File: src/rtl/chi_pkg.sv
// chi_pkg: shared constants and FSM encoding for the chi slice stage.
package chi_pkg;

  localparam int SLICE_W = 25;
  localparam int ROW_W   = 5;
  localparam int LINES   = 64;
  localparam int IDX_W   = 6;

  // 3-bit state encoding; IDLE is 0 so a cleared register means idle.
  typedef enum logic [2:0] {
    IDLE  = 3'd0,
    INIT  = 3'd1,
    READ  = 3'd2,
    LOAD  = 3'd3,
    CAL   = 3'd4,
    WRITE = 3'd5,
    DONE  = 3'd6
  } state_t;

endpackage

File: src/rtl/chi_row.sv
// chi_row: combinational chi on one 5-bit row.
//   out[x] = in[x] ^ (~in[(x+1)%5] & in[(x+2)%5])
module chi_row
  import chi_pkg::*;
(
  input  logic [ROW_W-1:0] row_i,
  output logic [ROW_W-1:0] row_o
);

  // Apply the nonlinear row mix bit by bit, wrapping x modulo the row width.
  always_comb begin
    row_o = '0;
    for (int x = 0; x < ROW_W; x++) begin
      row_o[x] = row_i[x] ^ (~row_i[(x + 1) % ROW_W] & row_i[(x + 2) % ROW_W]);
    end
  end

endmodule

File: src/rtl/chi_stage.sv
// chi_stage: walks a 64-slice state through chi, one slice at a time.
// Sequence per run: INIT (read_file pulse, counter clear), READ, then
// LOAD -> CAL -> WRITE for each slice, DONE (finish pulse), back to IDLE.
// Optional feature: define CHI_BYPASS_EN to add the chi_bypass input, which
// makes CAL copy the slice register through unchanged.
//
// Handshake: there is no back-pressure. start is a one-cycle request that is
// only honoured in IDLE; read_file, write_file and finish are single-cycle
// strobes, and slice_out/line_index are valid in the cycle write_file is high.
module chi_stage
  import chi_pkg::*;
(
  input  logic               clk,
  input  logic               rst,
  input  logic               start,
  input  logic [SLICE_W-1:0] slice_in,
`ifdef CHI_BYPASS_EN
  input  logic               chi_bypass,
`endif
  output logic               read_file,
  output logic [IDX_W-1:0]   line_index,
  output logic               write_file,
  output logic [SLICE_W-1:0] slice_out,
  output logic               finish,
  output logic               busy,
  output logic [2:0]         state_dbg
);

  state_t             state_q;
  logic [IDX_W-1:0]   cnt_q;
  logic [SLICE_W-1:0] slice_q;
  logic [SLICE_W-1:0] out_q;
  logic               read_q;
  logic               write_q;
  logic               finish_q;
  logic               busy_q;

  logic [SLICE_W-1:0] chi_d;
  logic [SLICE_W-1:0] cal_d;

  // Five independent rows; row y occupies bits [5y+4:5y].
  for (genvar y = 0; y < 5; y++) begin : g_row
    chi_row u_row (
      .row_i (slice_q[ROW_W*y +: ROW_W]),
      .row_o (chi_d[ROW_W*y +: ROW_W])
    );
  end

  // Select what CAL stores: chi result, or the raw slice when bypassed.
`ifdef CHI_BYPASS_EN
  always_comb begin
    cal_d = chi_bypass ? slice_q : chi_d;
  end
`else
  always_comb begin
    cal_d = chi_d;
  end
`endif

  // Control FSM plus datapath registers; strobes are registered off the next state.
  always_ff @(posedge clk or posedge rst) begin
    if (rst) begin
      state_q  <= IDLE;
      cnt_q    <= '0;
      slice_q  <= '0;
      out_q    <= '0;
      read_q   <= 1'b0;
      write_q  <= 1'b0;
      finish_q <= 1'b0;
      busy_q   <= 1'b0;
    end else begin
      read_q   <= 1'b0;
      write_q  <= 1'b0;
      finish_q <= 1'b0;
      case (state_q)
        IDLE: begin
          if (start) begin
            state_q <= INIT;
            read_q  <= 1'b1;
            busy_q  <= 1'b1;
          end
        end
        INIT: begin
          cnt_q   <= '0;
          state_q <= READ;
        end
        READ: begin
          state_q <= LOAD;
        end
        LOAD: begin
          slice_q <= slice_in;
          state_q <= CAL;
        end
        CAL: begin
          out_q   <= cal_d;
          write_q <= 1'b1;
          state_q <= WRITE;
        end
        WRITE: begin
          // Counter wraps 63 -> 0 naturally in 6 bits.
          cnt_q <= cnt_q + 1'b1;
          if (cnt_q == IDX_W'(LINES - 1)) begin
            finish_q <= 1'b1;
            state_q  <= DONE;
          end else begin
            state_q <= LOAD;
          end
        end
        DONE: begin
          busy_q  <= 1'b0;
          state_q <= IDLE;
        end
        default: begin
          busy_q  <= 1'b0;
          state_q <= IDLE;
        end
      endcase
    end
  end

  assign read_file  = read_q;
  assign write_file = write_q;
  assign finish     = finish_q;
  assign busy       = busy_q;
  assign line_index = cnt_q;
  assign slice_out  = out_q;
  assign state_dbg  = state_q;

endmodule

File: config.mk
export PLATFORM = sky130hd
export DESIGN_NAME = chi_stage
export DESIGN_NICKNAME = d
export VERILOG_FILES = /design/src/rtl/chi_pkg.sv /design/src/rtl/chi_row.sv /design/src/rtl/chi_stage.sv
export SDC_FILE = /design/constraint.sdc
export NUM_CORES = 1
export LEC_CHECK = 0
export BUFFER_PORTS_ARGS = -buffer_cell sky130_fd_sc_hd__buf_2
export CAP_MARGIN = 40
export CORE_MARGIN = 10
export CORE_UTILIZATION = 40
export CTS_CLUSTER_SIZE = 16
export DETAILED_ROUTE_END_ITERATION = 8
export GPL_ROUTABILITY_DRIVEN = 0
export SLEW_MARGIN = 10
export SYNTH_ARGS = -nofsm -noshare
export SYNTH_HDL_FRONTEND = slang
export SYNTH_SLANG_ARGS = --single-unit
File: constraint.sdc
create_clock -name clk -period 2.45 [get_ports clk]
set_clock_uncertainty 0.2 [all_clocks]
set_input_delay 0.3675 -clock clk [delete_from_list [all_inputs] [get_ports clk]]
set_output_delay 0.3675 -clock clk [all_outputs]
set_load 0.02 [all_outputs]
==> run summary <==
The depth of the CTS H-tree is 3. In this run the worst path has a maximum fanout of 26. The number of diodes added for antenna fixing was 0; the warning count from the yosys run was 0.

The non-filler instance count after layout is 419. The number of antenna violations at the first check in global routing was 0. The number of design rule violations left after detail routing is 0, and the largest net degree at the start of global routing is 64. The tools report the number of global-route vias before repair as 2010. The tools report the nature of the critical path startpoint as a flop. For the relative max-transition margin, the log shows 0.699.

In this run the post-CTS setup repair buffer count came out at 0. The CTS buffer count came out at 9. For the final routed wirelength across all metal layers, the log shows 5.66 mm. The fraction of the cycle the final worst path needs was 0.736; the via density per instance was 4.53.

Compared with the post-synthesis result, the final layout area differs by 20.8%. For the final number of setup-violating endpoints, the log shows 0. The final layout contains 345 nets.

The required time at the worst-slack endpoint was 2.47 ns; the average cell area after synthesis was 11.9 sq um. In this run the remaining antenna-violating nets after routing total 0. The core footprint was 0.00721 sq mm; the area share of the leading cell type in the synthesized netlist was 0.536. Setup repair after global routing left no endpoint under its margin.

TritonCTS built the clock tree. The worst setup path is captured at a flop. Summed over all nets, the half-perimeter wirelength after detailed placement is 4.02 mm. The tools report the clock tree root buffer cell as clkbuf_8.

In this run, synthesis produced a sequential element count of 63. The count of placed standard cells including taps was 402; the layout filler cell count was 695. By area the synthesized netlist is led by dfrtp_1 (54%), mux2_2 (9.2%), xnor2_1 (7.4%), a21oi_2 (7.1%), nor2b_1 (5.5%). The height of the die is 106 um, and the number of hold violations in the final report is 0. The transition time of the tightest slew-check pin is 0.451 ns.

During placement, the flow inserted port buffers numbering 65. The first global-routing pass estimated 9.77 mm of wire. STA puts the critical path data arrival time at 1.82 ns. The cell taking the most area after synthesis is dfrtp_1.

The number of hold buffers added after CTS is 1. The run gives 0.536 as the part of the Yosys area used for sequential elements. The maximum vdd drop is 599 uV, and the share of flip-flops with an asynchronous set or reset after synthesis is 1.00. The logs give 0 for the number of gates given a new drive strength after cts and 0 ns for the final sum of negative setup slack. The tools report the all-layer global routing usage as 0.109.

For the cell count after synthesis, the log shows 247. The later pin in the worst-skew pair is clocked with a latency of 0.33 ns. The first TritonRoute pass finished after 4 iterations. The run gives 2 as the maximum clock insertion buffer count.

Clock-pin slew was measured on the worst setup and hold paths at 0.07 ns. The worst path needs 1.80 ns of the cycle, external delays included. The critical path is of the reg2reg type. The starting utilization of the core area is 0.408.

Summed over all layers, the global routing overflow is 0. The flow ran to the end, and the final reports show no timing, DRC or antenna violations. Summed over all cells, the static leakage comes to 1.53 nW. Dividing total power by cell area gives a power density of 1420 mW/mm^2. Clock tree synthesis found a total of 63 sinks.

In this run the core area contains 31 standard-cell rows. The area of the mapped netlist was 0.00294 sq mm; the starting DRC count in detailed routing was 58. In this run, distinct cell masters in the synthesized netlist total 30. The detailed router placed 1897 vias in this run.

The count of flip-flops with a built-in enable after synthesis works out to 0. The worst hold path belongs to the class in2reg. The net count after synthesis was 277; the achievable clock frequency was 555 MHz. Across the run, the number of max-cap violations was 0. The tools report the total count of max-transition violations in the final report as 0. The share of layout cells above drive strength 1 works out to 0.422. The die covers 0.0112 sq mm. The routed length per placed instance was 13.5 um. The commonest register cell after synthesis was dfrtp_1. Pin placement for this block handled 66 I/O pins.

The horizontal die dimension came out at 106 um.
worst paths after layout:
kind	start	to	slack [ns]	cells after the start
setup / recovery	state_dbg[2]	slice_q[18]	0.65	3
hold / removal	slice_in[10]	slice_q[10]	0.04	2
setup reg to reg	state_dbg[2]	slice_q[18]	0.65	3
hold reg to reg	slice_out[20]	slice_out[20]	0.31	2
max in group asynchronous	rst	slice_out[2]	1.32	4
min in group asynchronous	rst	line_index[1]	0.45	4
logic make-up (layout without fill, tap and decap cells):
logic type | count (synthesis) | after routing | share of synthesized area
buffers and inverters | 15 | 88 | 0.0378
flip-flops | 63 | 63 | 0.536
AND/OR/NAND/NOR | 77 | 77 | 0.144
XOR/XNOR | 25 | 25 | 0.0744
adder cells (fa/ha/maj) | 2 | 2 | 0.00850
AO/OA/AOI/OAI | 39 | 39 | 0.100
multiplexers | 26 | 26 | 0.0991
registers in the layout, indices dropped and copies added (netlist names):
signal	cells
slice_out	25
state_dbg	3
read_file	1
slice_q	25
write_file	1
finish	1
line_index	6
busy	1
per-stage QoR:
step	utilization	cell area, sq um	total power, mW	setup slack, ns	hold slack [ns]
global placement	0.462	3340	4.14	0.695	0.261
global route	0.493	3550	5.47	0.528	0.0348
floorplan	-	2940	3.71	0.313	0.299
CTS	0.493	3550	5.15	0.650	0.0217
finish	0.493	3550	5.05	0.647	0.0437
detailed placement	0.462	3340	4.19	0.662	0.262
per-layer routing:
layer	routed length (um)	global-route usage	part of all wire
met1	2510	0.127	0.44
met2	2730	0.170	0.48
met3	340	0.0475	0.060
met4	82	0.0484	0.014
met5	0	0	0
layout make-up:
| type | instances | area (sq um) | share of cell area |
|---|---|---|---|
| clock buffers | 13 | 169 | 0.0475 |
| clock inverters | 3 | 40.0 | 0.0113 |
| inverters | 4 | 15.0 | 0.00422 |
| multi-input cells | 169 | 1250 | 0.353 |
| flip-flops and latches | 63 | 1580 | 0.444 |
| well taps | 99 | 124 | 0.0348 |
| repair buffers | 68 | 375 | 0.106 |
cells in the mapped netlist, types with 2 or more instances:
cell	instances
nand2b_1	3
mux2_2	24
nand3b_1	2
or4_1	2
buf_6	5
o21ai_0	6
xnor2_1	25
nor2b_1	26
ha_1	2
dfrtp_1	63
a21oi_2	24
nor3_1	3
nand2_1	7
buf_2	2
nand3_1	2
a21oi_1	5
inv_1	4
buf_4	4
nor2_1	27
report_power, final:
group / switching [mW] / leakage (nW) / total [mW] / internal, mW
registers: 0.426 / 0.744 / 1.94 / 1.51
clock network: 0.382 / 0.109 / 0.932 / 0.551
logic: 1.13 / 0.677 / 2.18 / 1.04
total: 1.94 / 1.53 / 5.05 / 3.11
critical path: stages (launching register included):
cell and delay (ns):
dfrtp_1 0.58, inv_1 0.18, nand3_4 0.34, mux2_2 0.39
cell usage in the layout, fill, tap and decap left out, drive strengths merged, types with 2 or more instances in the layout:
cell type	n
a21oi	29
buf	67
clkbuf	13
clkinv	2
dfrtp	63
ha	2
inv	4
mux2	25
nand2	7
nand2b	4
nand3	3
nand3b	2
nor2	27
nor2b	26
nor3	3
o21ai	6
or4	2
xnor2	25
(Power assumes the default switching activity.)
